File: src/rtl/spiflash_arb.sv
// Two-master read arbiter in front of a single Wishbone flash read port.
// Round-robin on ties, per-transaction timeout, and a drain path for masters that abandon a read.
module spiflash_arb #(
    parameter int TIMEOUT = 255
) (
    input  logic        wb_clk_i,
    input  logic        resetn,

    input  logic [31:0] m0_adr_i,
    input  logic        m0_cyc_i,
    input  logic        m0_stb_i,
    output logic [31:0] m0_dat_o,
    output logic        m0_ack_o,
    output logic        m0_err_o,

    input  logic [31:0] m1_adr_i,
    input  logic        m1_cyc_i,
    input  logic        m1_stb_i,
    output logic [31:0] m1_dat_o,
    output logic        m1_ack_o,
    output logic        m1_err_o,

    output logic [31:0] s_adr_o,
    output logic        s_cyc_o,
    output logic        s_stb_o,
    input  logic [31:0] s_dat_i,
    input  logic        s_ack_i,

    output logic        grant_o,
    output logic        busy_o
);

    typedef enum logic [1:0] {
        IDLE  = 2'd0,
        BUSY  = 2'd1,
        DRAIN = 2'd2
    } state_t;

    localparam logic [7:0] CNT_LAST = 8'(TIMEOUT - 1);

    state_t      state;
    logic [7:0]  cnt;
    logic        req0;
    logic        req1;
    logic        win;
    logic [31:0] win_adr;
    logic        gnt_cyc;
    logic        expired;
    logic        unused_adr_bits;

    assign unused_adr_bits = ^{m0_adr_i[31:24], m1_adr_i[31:24]};

    // A master whose completion is on the bus this cycle is still holding its
    // request; masking it stops the same read from being issued twice.
    assign req0 = m0_cyc_i & m0_stb_i & ~m0_ack_o & ~m0_err_o;
    assign req1 = m1_cyc_i & m1_stb_i & ~m1_ack_o & ~m1_err_o;

    always_comb begin
        win = req1;
        if (req0 && req1) begin
            win = ~grant_o;
        end
    end

    assign win_adr = win ? m1_adr_i : m0_adr_i;
    assign gnt_cyc = grant_o ? m1_cyc_i : m0_cyc_i;
    assign expired = (cnt == CNT_LAST);

    always_ff @(posedge wb_clk_i or negedge resetn) begin
        if (!resetn) begin
            state    <= IDLE;
            cnt      <= 8'd0;
            s_adr_o  <= 32'd0;
            s_cyc_o  <= 1'b0;
            s_stb_o  <= 1'b0;
            m0_dat_o <= 32'd0;
            m1_dat_o <= 32'd0;
            m0_ack_o <= 1'b0;
            m1_ack_o <= 1'b0;
            m0_err_o <= 1'b0;
            m1_err_o <= 1'b0;
            grant_o  <= 1'b1;
            busy_o   <= 1'b0;
        end else begin
            m0_ack_o <= 1'b0;
            m1_ack_o <= 1'b0;
            m0_err_o <= 1'b0;
            m1_err_o <= 1'b0;

            case (state)
                IDLE: begin
                    if (req0 || req1) begin
                        grant_o <= win;
                        s_adr_o <= {8'h00, win_adr[23:0]};
                        s_cyc_o <= 1'b1;
                        s_stb_o <= 1'b1;
                        cnt     <= 8'd0;
                        busy_o  <= 1'b1;
                        state   <= BUSY;
                    end
                end

                BUSY: begin
                    if (!gnt_cyc) begin
                        // Abandoned read: let the flash finish, but tell nobody.
                        if (s_ack_i || expired) begin
                            s_cyc_o <= 1'b0;
                            s_stb_o <= 1'b0;
                            busy_o  <= 1'b0;
                            state   <= IDLE;
                        end else begin
                            cnt   <= cnt + 8'd1;
                            state <= DRAIN;
                        end
                    end else if (s_ack_i) begin
                        if (grant_o) begin
                            m1_dat_o <= s_dat_i;
                            m1_ack_o <= 1'b1;
                        end else begin
                            m0_dat_o <= s_dat_i;
                            m0_ack_o <= 1'b1;
                        end
                        s_cyc_o <= 1'b0;
                        s_stb_o <= 1'b0;
                        busy_o  <= 1'b0;
                        state   <= IDLE;
                    end else if (expired) begin
                        if (grant_o) begin
                            m1_err_o <= 1'b1;
                        end else begin
                            m0_err_o <= 1'b1;
                        end
                        s_cyc_o <= 1'b0;
                        s_stb_o <= 1'b0;
                        busy_o  <= 1'b0;
                        state   <= IDLE;
                    end else begin
                        cnt <= cnt + 8'd1;
                    end
                end

                DRAIN: begin
                    if (s_ack_i || expired) begin
                        s_cyc_o <= 1'b0;
                        s_stb_o <= 1'b0;
                        busy_o  <= 1'b0;
                        state   <= IDLE;
                    end else begin
                        cnt <= cnt + 8'd1;
                    end
                end

                default: begin
                    s_cyc_o <= 1'b0;
                    s_stb_o <= 1'b0;
                    busy_o  <= 1'b0;
                    state   <= IDLE;
                end
            endcase
        end
    end

endmodule

File: config.mk
export PLATFORM = sky130hd
export DESIGN_NAME = spiflash_arb
export DESIGN_NICKNAME = d
export VERILOG_FILES = /design/src/rtl/spiflash_arb.sv
export SDC_FILE = /design/constraint.sdc
export NUM_CORES = 1
export LEC_CHECK = 0
export CAP_MARGIN = 10
export CORE_ASPECT_RATIO = 1.25
export CORE_UTILIZATION = 45
export CTS_CLUSTER_DIAMETER = 80
export DETAILED_ROUTE_END_ITERATION = 7
export PLACE_DENSITY = 0.93
export SLEW_MARGIN = 25
export SYNTH_ARGS = -nofsm -noshare
export SYNTH_HDL_FRONTEND = slang
export SYNTH_SLANG_ARGS = --single-unit
File: constraint.sdc
create_clock -name wb_clk_i -period 3.6 [get_ports wb_clk_i]
set_input_delay 0.54 -clock wb_clk_i [delete_from_list [all_inputs] [get_ports wb_clk_i]]
set_output_delay 0.54 -clock wb_clk_i [all_outputs]
set_load 0.02 [all_outputs]
---- Yosys cells after proc, flatten, opt, wreduce, memory -nomap -nowiden ----
Cells that the tools add are included.
storage, ports and cells
  bits in registers ....................... 106
  input bits .............................. 103
  output and inout bits ................... 104
  word-level logic and storage cells ...... 88
operators by class
  add/subtract/negate cells ............... 1
  equal/unequal tests ..................... 8
  muxes and demuxes ....................... 44
  bitwise gates (word level) .............. 11
  reduce and logical (&&, ||, !) cells .... 11
operators with widths
  operator                                             number
  two-way mux 8 bit                                    5
  two-way mux 1 bit                                    27
  two-way mux 24 bit                                   1
  one-hot mux 8 bit (3 select lines)                   1
  two-way mux 2 bit                                    6
  AND reduction 4 bit                                  3
  one-hot mux 1 bit (3 select lines)                   3
  adder 8 x 1 -> 8 bit, second input constant          1
  equality test 8 bit, second input constant           1
  AND 1 bit                                            6
  != test 3 bit, second input constant                 2
  one-hot mux 2 bit (3 select lines)                   1
  NOT 1 bit                                            5
  != test 2 bit, second input constant                 2
  != test 4 bit, second input constant                 1
  AND reduction 2 bit                                  2
  AND reduction 3 bit                                  1
  nonzero test 3 bit                                   1
  equality test 2 x 1 -> 1 bit, second input constant  1
  equality test 2 bit, second input constant           1
  logical NOT 2 bit                                    1
  logical OR 1 bit                                     2
  logical AND 1 bit                                    1

---- Depth between registers and ports, before layout ----
Gate-level depths: netlist (run 1).
  word-level depth ........................ 6
  depth in mapped cells ................... 9
  depth with buffers taken out ............ 8

---- Worst setup path before layout (run 1) ----
No wires, ideal clock.
  path type ............................... reg2reg
  start point ............................. register state[1]
  end point ............................... register cnt[3]
  library setup time ...................... 0.126 ns
  arrival time ............................ 1.872 ns
  data required time ...................... 3.474 ns
  path slack .............................. 1.602 ns
  stages on the path, launching flop included .. 10
  path buffers ............................ 1
  clock period less this slack ............ 1.998 ns
  cells stage by stage .................... dfrtp_1 -> inv_1 -> ha_1 -> buf_2 -> nand4_2 -> inv_2 -> nor3_4 -> nand3_4 -> a31o_4 -> a221o_1
between the ends
  longest elaborated chain between the ends .. 3
  elaborated cells between the ends (all ways) .. 9
  those cells by class .................... 5 x eq/ne; 1 x mux; 3 x reduce/logical
ends and longest elaborated chain
  what                                                  RTL line  RTL
  start: declaration                                    41        state_t state;
  start signal: assignment                              71        state <= IDLE;
  start signal: assignment                              99        state <= BUSY;
  start signal: assignment                              110       state <= IDLE;
  equality test 2 x 1 -> 1 bit (tied with other cells)  90        case (state)
  != test 3 bit (no line) (tied with other cells)       --
  AND reduction 4 bit (no line)                         --
  end signal: assignment                                112       cnt <= cnt + 8'd1;
  end signal: assignment                                138       cnt <= cnt + 8'd1;
  end signal: assignment                                149       cnt <= cnt + 8'd1;
  end: declaration                                      42        logic [7:0] cnt;
Several ways; a longest one is shown, not always the timed one.
A chain may end at the register's enable or synchronous reset.

---- Worst setup path in the final report (run 1) ----
  start point ............................. input m1_cyc_i
  end point ............................... register cnt[7]
between the ends
  longest elaborated chain between the ends .. 6
  elaborated cells between the ends (all ways) .. 11
  those cells by class .................... 3 x eq/ne; 3 x mux; 3 x bitwise; 2 x reduce/logical
ends and longest elaborated chain
  what                           RTL line  RTL
  start: declaration             17        input logic m1_cyc_i,
  AND 1 bit (3 in a row)         56        assign req1 = m1_cyc_i & m1_stb_i & ~m1_ack_o & ~m1_err_o;
  logical OR 1 bit               92        if (req0 || req1) begin
  != test 2 bit (no line)        --
  AND reduction 4 bit (no line)  --
Several ways; a longest one is shown, not always the timed one.

==> impl_results.rst, run 1 <==
.. list-table::
   :header-rows: 1

   * - Metric
     - Value
   * - CTS hold repair buffers
     - 0
   * - Total negative setup slack
     - 0 ns
   * - Top_reg_cell synth
     - sky130_fd_sc_hd__dfrtp_1
   * - Number of max-capacitance violations reported
     - 0
   * - Count of antenna diodes in the layout
     - 0
   * - Full die area
     - 10760 µm²
   * - Number of endpoints failing setup at the final stage
     - 0
   * - Static leakage
     - roughly 0.0033 µW
   * - Area share of the largest cell type after synthesis
     - 0.5641
   * - Number of CTS-inserted buffers
     - 9
   * - Worst EP required
     - roughly 3.8 ns
   * - Clock slew at reported path FFs
     - roughly 0.070 ns
   * - Maximum vdd drop
     - 0.4502 mV
   * - Placer Congestion
     - between 0.8 and 0.9
   * - Netlist cell types
     - between 40 and 50
   * - Critical path startpoint category
     - primary input
   * - Top sig layer
     - met4
   * - Number of placed I/O pins
     - between 200 and 250
   * - Number of gates resized after cts
     - 0
   * - Drt pass-1 iters
     - 4
   * - EDFF count, synth
     - 0
   * - Headroom to the max-slew limit
     - 0.4878
   * - Clk_skew
     - approximately 0.0065 ns
   * - Fraction of registers with async set or reset after synthesis
     - 1.000
   * - Largest cells by area after synthesis
     - sky130_fd_sc_hd__dfrtp_1 (56%), sky130_fd_sc_hd__nand2_1 (18%), sky130_fd_sc_hd__mux2i_1 (5.4%)
   * - Sequential fraction of the synthesis area
     - 0.5697
   * - Routed wire length
     - 12000 µm
   * - Via count of the first global-routing pass
     - approximately 4000
   * - Class of the worst hold path
     - in -> async
   * - DR iter-0 viols
     - 309
   * - Maximum clock frequency
     - about 440 MHz
   * - Crit path max-delay cell type
     - sky130_fd_sc_hd__clkdlybuf4s50_1
   * - Number of sinks handled by clock tree synthesis
     - between 100 and 150
   * - Post-Layout Inst Area
     - slightly below 7000 µm²
   * - Class of the most critical setup path
     - in -> reg
   * - Cell breakdown of the critical path
     - clkdlybuf4s50_1 > nand4bb_1 > o311ai_4 > nand3_4 > a31o_4 > a221o_1
   * - Global-route wire length before repair
     - roughly 19000 µm
   * - Area grow syn2layout
     - 46.60%
   * - Run status
     - finished clean
   * - CP delay by family, top
     - compound AO/OA/AOI/OAI gates
   * - Count of final max-slew check failures
     - 0
   * - Capturing element type of the critical path
     - flop
   * - Number of synthesized register bits
     - approximately 110
   * - Per-instance average area after synthesis
     - ~9.5 µm²
   * - Total power density per cell area
     - about 840 nW/µm²
   * - Vias per cell
     - between 5 and 6
   * - Unrepaired setup endpoints after global routing
     - no
   * - Final hold vios
     - 0
   * - Transition time of the tightest slew-check pin
     - between 0.7 and 0.8 ns
   * - Period utilisation layout
     - 0.6314
   * - Sum of buffers and inverters on the critical path
     - 1
   * - Post-synthesis cell count
     - a little under 500
   * - Total of warnings raised by yosys
     - 0
   * - Synthesized cell area
     - roughly 4700 µm²
   * - Aggregate global-route resource usage
     - 0.2259
   * - Fraction of final layout cells sized beyond drive strength 1
     - 0.05522
   * - Routed met1 length
     - 4570 µm
   * - Pin count of the biggest net entering global routing
     - just under 90
   * - Placeable core region
     - between 10000 and 15000 µm²
   * - PnR Total Power
     - between 5000 and 6000 µW
   * - CTS H-Tree Depth
     - 3
   * - Y dimension of the die
     - approximately 120 µm
   * - Buffers from clock root to sink, at most
     - 2
   * - # DRC
     - 0
   * - NumNets Final
     - between 700 and 800
   * - Root Buffer Master
     - sky130_fd_sc_hd__clkbuf_16
   * - Remaining number of nets flagged by the antenna check after routing
     - 0
   * - Number of antenna violations at the first check in global routing
     - 0
   * - Synth area leader
     - sky130_fd_sc_hd__dfrtp_1
   * - Post-detail-place hpwl
     - between 8000 and 9000 µm
   * - Min Clock Period, post-route
     - between 2 and 2.5 ns
   * - Post-layout util
     - 0.6757
   * - WL/cell
     - about 15 µm
   * - Met3 wire len
     - around 820 µm
   * - Max Fanout on Critical Path
     - 6
   * - Post-place setup slack
     - around 0.97 ns
   * - Effective utilization at floorplan
     - 0.4609
   * - CP peak stage delay
     - between 0.5 and 0.6 ns
   * - Die W
     - between 90 and 100 µm
   * - Total of buffers placed on input and output ports
     - about 180
   * - WL met2
     - approximately 6400 µm
   * - Post-CTS setup buffer count
     - 0
   * - Grt total ovfl
     - 0
   * - Clock tree from TritonCTS
     - yes
   * - Cell Rows
     - 41
   * - Clock latency at the later pin of the worst-skew pair
     - between 0.3 and 0.4 ns
   * - Worst Slack Setup Final
     - 1.327 ns
   * - Total cell area at the placement stage
     - between 6000 and 7000 µm²
   * - WP data arrival
     - between 2 and 2.5 ns
   * - Via count
     - 4028
==> sequential cells by signal (all words and copies together), names as in the netlist <==
signal / count
s_cyc_o: 1
s_adr_o: 24
m1_err_o: 1
s_stb_o: 1
m0_err_o: 1
grant_o: 1
cnt: 8
m1_ack_o: 1
m0_dat_o: 32
m0_ack_o: 1
state: 2
busy_o: 1
m1_dat_o: 32
==> layer usage <==
metal / vias up / track usage
met3: 16 / 0.06562
met1: 1937 / 0.2629
li1: 1942 / -
met2: 133 / 0.4000
met5: - / 0
met4: 0 / 0.07487
==> cells in the final DEF (no fill, tap or decap), types with 6 or more instances in the layout <==
master	instances
sky130_fd_sc_hd__nand2_1	223
sky130_fd_sc_hd__conb_1	8
sky130_fd_sc_hd__nand3_1	6
sky130_fd_sc_hd__clkdlybuf4s50_1	181
sky130_fd_sc_hd__buf_4	8
sky130_fd_sc_hd__ha_1	6
sky130_fd_sc_hd__inv_1	6
sky130_fd_sc_hd__nor3_1	7
sky130_fd_sc_hd__o21ai_0	28
sky130_fd_sc_hd__dfrtp_1	105
sky130_fd_sc_hd__clkbuf_16	9
sky130_fd_sc_hd__mux2i_1	25
==> synth_stat cells, types with 2 or more instances <==
master                     instances
sky130_fd_sc_hd__inv_2             2
sky130_fd_sc_hd__o22a_1            2
sky130_fd_sc_hd__nand3_1           6
sky130_fd_sc_hd__a22o_1            2
sky130_fd_sc_hd__a21oi_1           3
sky130_fd_sc_hd__nand2_1         223
sky130_fd_sc_hd__mux2i_1          25
sky130_fd_sc_hd__dfrtp_1         105
sky130_fd_sc_hd__o21a_1            2
sky130_fd_sc_hd__mux2_2            2
sky130_fd_sc_hd__a21oi_2           2
sky130_fd_sc_hd__nor3b_1           2
sky130_fd_sc_hd__and3_1            3
sky130_fd_sc_hd__nor2_1            5
sky130_fd_sc_hd__a31oi_1           2
sky130_fd_sc_hd__o21ai_0          29
sky130_fd_sc_hd__a21o_1            3
sky130_fd_sc_hd__buf_1             6
sky130_fd_sc_hd__a221o_1           3
sky130_fd_sc_hd__buf_4            10
sky130_fd_sc_hd__ha_1              6
sky130_fd_sc_hd__inv_1             6
sky130_fd_sc_hd__clkbuf_1          8
sky130_fd_sc_hd__nor3_1            7
sky130_fd_sc_hd__buf_2             4
==> cell type report <==
class,count,area (µm²)
fill,777,3277
sequential,106,2654
timing repair buffer,190,1883
multi-input combinational,354,1853
clock buffer,11,242.7
tap,129,161.4
inverter,8,30.03
clock inverter,1,5.005
==> worst reg2reg max path, stage by stage (launching register included) <==
cell,delay [ns]
sky130_fd_sc_hd__dfrtp_1,0.41
sky130_fd_sc_hd__inv_1,0.10
sky130_fd_sc_hd__ha_1,0.30
sky130_fd_sc_hd__nand4_2,0.16
sky130_fd_sc_hd__inv_2,0.06
sky130_fd_sc_hd__nor3_4,0.21
sky130_fd_sc_hd__nand3_4,0.13
sky130_fd_sc_hd__a31o_4,0.27
sky130_fd_sc_hd__a221o_1,0.35
==> per-stage QoR <==
stage                     std cells  hold WS, ns
after global routing            799       0.2904
after global placement          787       0.4573
after detailed placement        787       0.4622
final                           799       0.2084
after CTS                       799       0.4321
after floorplan                 497       0.2444
==> power breakdown <==
group	total (µW)	internal, µW	switching (µW)
Clock	849	471	378
Combinational	2870	1310	1560
Sequential	2020	1710	305
Total	5730	3490	2240
==> cell families (layout without fill, tap and decap cells) <==
family | after synthesis | in the layout | synth area share
simple gates | 256 | 256 | 0.2302
flops | 106 | 106 | 0.5697
compound gates | 57 | 57 | 0.08408
buf+inv | 37 | 210 | 0.04056
mux | 27 | 27 | 0.05855
fa+ha+maj | 6 | 6 | 0.01612
other cells | 1 | 8 | 0.0008050
==> path summary, 6_finish.rpt <==
| check | from | endpoint | slack [ns] | cells after the start |
|---|---|---|---|---|
| worst min-delay path | resetn | busy_o | 0.21 | 1 |
| min in group wb_clk_i | m1_dat_o[14] | m1_dat_o[14] | 0.48 | 2 |
| worst max-delay path | m1_cyc_i | cnt[7] | 1.33 | 6 |
| worst max register to register | state[1] | cnt[7] | 1.50 | 8 |
| max in group asynchronous | resetn | s_adr_o[9] | 2.66 | 2 |
| worst min register to register | m1_dat_o[14] | m1_dat_o[14] | 0.48 | 2 |
No activity file was read; power rests on OpenSTA's default activity.
==> run 2: changes to the inputs <==
--- a/config.mk
+++ b/config.mk
@@ -7,10 +7,10 @@
 export LEC_CHECK = 0
 export CAP_MARGIN = 10
 export CORE_ASPECT_RATIO = 1.25
-export CORE_UTILIZATION = 45
+export CORE_UTILIZATION = 38
 export CTS_CLUSTER_DIAMETER = 80
 export DETAILED_ROUTE_END_ITERATION = 7
-export PLACE_DENSITY = 0.93
+export PLACE_DENSITY = 0.85
 export SLEW_MARGIN = 25
 export SYNTH_ARGS = -nofsm -noshare
 export SYNTH_HDL_FRONTEND = slang
==> constraint.sdc (replaced) <==
create_clock -name wb_clk_i -period 2 [get_ports wb_clk_i]
set_input_delay 0.3 -clock wb_clk_i [delete_from_list [all_inputs] [get_ports wb_clk_i]]
set_output_delay 0.3 -clock wb_clk_i [all_outputs]
set_load 0.02 [all_outputs]
==> run 2 against run 1 <==
Effect of this change:
- routed wire length grew 7.0%
- global-route usage shrank 1.9 points
- highest routed layer unchanged
- register-to-register slack got worse by 1.5 ns
- largest power group unchanged
==> impl_results.rst, run 2 (synthesis gave the netlist of run 1 again) <==
.. list-table::
   :header-rows: 1

   * - Metric
     - Value
   * - Pin count of the biggest net entering global routing
     - 50
   * - Grt total ovfl
     - 0
   * - Clk_skew
     - between 0.008 and 0.009 ns
   * - Via count
     - about 4100
   * - Worst Slack Setup Final
     - roughly 0.046 ns
   * - NumNets Final
     - 795
   * - Clock power frac
     - 0.176
   * - Count of filler cells inserted in the layout
     - about 1000
   * - Number of antenna violations at the first check in global routing
     - 0
   * - Number of endpoints failing setup at the final stage
     - 0
   * - Final hold slack
     - around 0.44 ns
   * - Drt pass-1 iters
     - 4
   * - Post-place setup slack
     - -0.1505 ns
   * - WL/cell
     - around 15 µm
   * - Remaining number of nets flagged by the antenna check after routing
     - 0
   * - Area grow syn2layout
     - 53.29%
   * - Internal Power
     - between 6000 and 7000 µW
   * - Clock slew at reported path FFs
     - around 0.07 ns
   * - CTS H-Tree Depth
     - 3
   * - Y dimension of the die
     - ~130 µm
   * - Part of the power in registers
     - 0.325
   * - Routed wire length
     - approximately 13000 µm
   * - Via count of the first global-routing pass
     - ~4400
   * - Static leakage
     - 0.003391 µW
   * - Count of final max-slew check failures
     - 0
   * - Number of sinks handled by clock tree synthesis
     - approximately 110
   * - Aggregate global-route resource usage
     - 0.2065
   * - # DRC
     - 0
   * - Headroom to the max-slew limit
     - 0.6711
   * - Buffers from clock root to sink, at most
     - 2
   * - Worst EP required
     - 2.23 ns
   * - Capturing element type of the critical path
     - flop
   * - Full die area
     - 12710 µm²
   * - Maximum clock frequency
     - just over 500 MHz
   * - Min Clock Period, post-route
     - approximately 2 ns
   * - Max Fanout on Critical Path
     - 6
   * - PnR Total Power
     - between 10000 and 15000 µW
   * - Fraction of final layout cells sized beyond drive strength 1
     - 0.08538
   * - Number of cells in the design after placement
     - 832
   * - Reported net switching power
     - 4236 µW
   * - Number of CTS-inserted buffers
     - 9
   * - Transition time of the tightest slew-check pin
     - 0.4900 ns
   * - Critical path startpoint category
     - flop
   * - WP data arrival
     - ~2.2 ns
   * - Count of antenna diodes in the layout
     - 0
   * - Placeable core region
     - between 10000 and 15000 µm²
   * - Non-filler cells in the finished layout
     - 852
   * - Number of max-capacitance violations reported
     - 0
   * - Total of buffers placed on input and output ports
     - between 150 and 200
   * - Post-detail-place hpwl
     - roughly 9200 µm
   * - Cell Rows
     - between 40 and 50
   * - Vias per cell
     - 4.869
   * - Root Buffer Master
     - sky130_fd_sc_hd__clkbuf_16
   * - Run status
     - finished clean
   * - Biggest registers after layout
     - m0_dat_o (32), m1_dat_o (32), s_adr_o (24)
   * - Global-route wire length before repair
     - 20710 µm
   * - Total negative setup slack
     - 0 ns
   * - Combinational group share of total power
     - 0.499
   * - Switching part of the total
     - 0.3842
   * - Effective utilization at floorplan
     - 0.3954
   * - Class of the most critical setup path
     - reg -> reg
   * - Clock tree from TritonCTS
     - yes
   * - Period utilisation layout
     - 0.9769
   * - Total power density per cell area
     - between 1500 and 2000 nW/µm²
   * - Number of placed I/O pins
     - 207
   * - DR iter-0 viols
     - around 130
   * - Maximum vdd drop
     - slightly above 1 mV
   * - Class of the worst hold path
     - in -> async
   * - Unrepaired setup endpoints after global routing
     - yes
   * - Placer Congestion
     - between 0.8 and 0.9
   * - Commonest non-fill, non-tap cell in the layout
     - sky130_fd_sc_hd__nand2_1
   * - Clock latency at the later pin of the worst-skew pair
     - between 0.3 and 0.4 ns
   * - Final hold vios
     - 0
   * - Commonest cells after routing, fill and taps aside
     - sky130_fd_sc_hd__nand2_1 (223), sky130_fd_sc_hd__clkdlybuf4s50_1 (181), sky130_fd_sc_hd__dfrtp_1 (105)
   * - Die W
     - 101.0 µm
## run 2: changes by cell type in the layout (fill, tap and decap cells not counted), sizes merged
cell | previous run | this run
buf | 9 | 25
clkinvlp | 0 | 2
bufinv | 0 | 2
dlygate4sd3 | 0 | 1
clkinv | 1 | 0
inv | 8 | 9
## run 2: area by class of cell
cell class,instances,area (µm²),share of cell area
flip-flops and latches,106,2654,0.3716
repair buffers,207,2051,0.2872
multi-input cells,354,1876,0.2627
clock buffers,11,242.7,0.03399
well taps,161,201.4,0.02821
clock inverters,5,86.33,0.01209
inverters,8,30.03,0.004205
## run 2: final timing paths
kind                                   start      endpoint  slack (ns)  cells past startpoint
max in group asynchronous             resetn  m0_dat_o[22]        0.88                      3
min in group wb_clk_i           m0_dat_o[28]  m0_dat_o[28]        0.48                      2
worst min-delay path                  resetn  m0_dat_o[10]        0.44                      2
worst min register to register  m0_dat_o[28]  m0_dat_o[28]        0.48                      2
worst max register to register       grant_o        cnt[4]        0.05                      5
worst max-delay path                 grant_o        cnt[4]        0.05                      5
## run 2: critical path, stage by stage (launching register included)
cell and delay, ns:
sky130_fd_sc_hd__dfstp_2 0.56, sky130_fd_sc_hd__mux2i_2 0.37, sky130_fd_sc_hd__or4b_4 0.23, sky130_fd_sc_hd__nand3_4 0.09, sky130_fd_sc_hd__a31o_4 0.26, sky130_fd_sc_hd__a221o_1 0.34
## run 2: timing repair
item                                    in CTS  in global routing
endpoints found under the hold margin       34                  0
resized for setup                            0                  5
setup buffers                                0                  3
hold buffers                                 1                  0
endpoints found under the setup margin       0                  9
## run 2: metrics by stage
| step | instance area [µm²] | util |
|---|---|---|
| 2_1_floorplan | 4684 | - |
| 3_3_place_gp | 6753 | 0.5732 |
| 3_5_place_dp | 6753 | 0.5732 |
| 4_1_cts | 7092 | 0.6020 |
| 5_1_grt | 7141 | 0.6061 |
| 6_report | 7141 | 0.6061 |
## run 2: per-layer routing
layer | global-route usage | share of wire | vias up
li1 | - | - | 1978
met1 | 0.2283 | 0.38 | 1991
met2 | 0.3791 | 0.53 | 161
met3 | 0.05216 | 0.075 | 18
met4 | 0.07076 | 0.016 | 0
met5 | 0 | 0 | -
## run 2: power groups by stage
stage	clock network, µW	logic (µW)	registers, µW
final	1940	5500	3580
after global routing	2050	5910	3700
after CTS	1970	5440	3580
after detailed placement	0	5400	3620
after global placement	0	5270	3570
after floorplan	0	1640	4680
==> run 3: changes to the inputs <==
--- a/config.mk
+++ b/config.mk
@@ -8,7 +8,6 @@
 export CAP_MARGIN = 10
 export CORE_ASPECT_RATIO = 1.25
 export CORE_UTILIZATION = 38
-export CTS_CLUSTER_DIAMETER = 80
 export DETAILED_ROUTE_END_ITERATION = 7
 export PLACE_DENSITY = 0.85
 export SLEW_MARGIN = 25
==> results of run 3 <==
No change in the layout: final DEF, timing and power equal those of run 2.
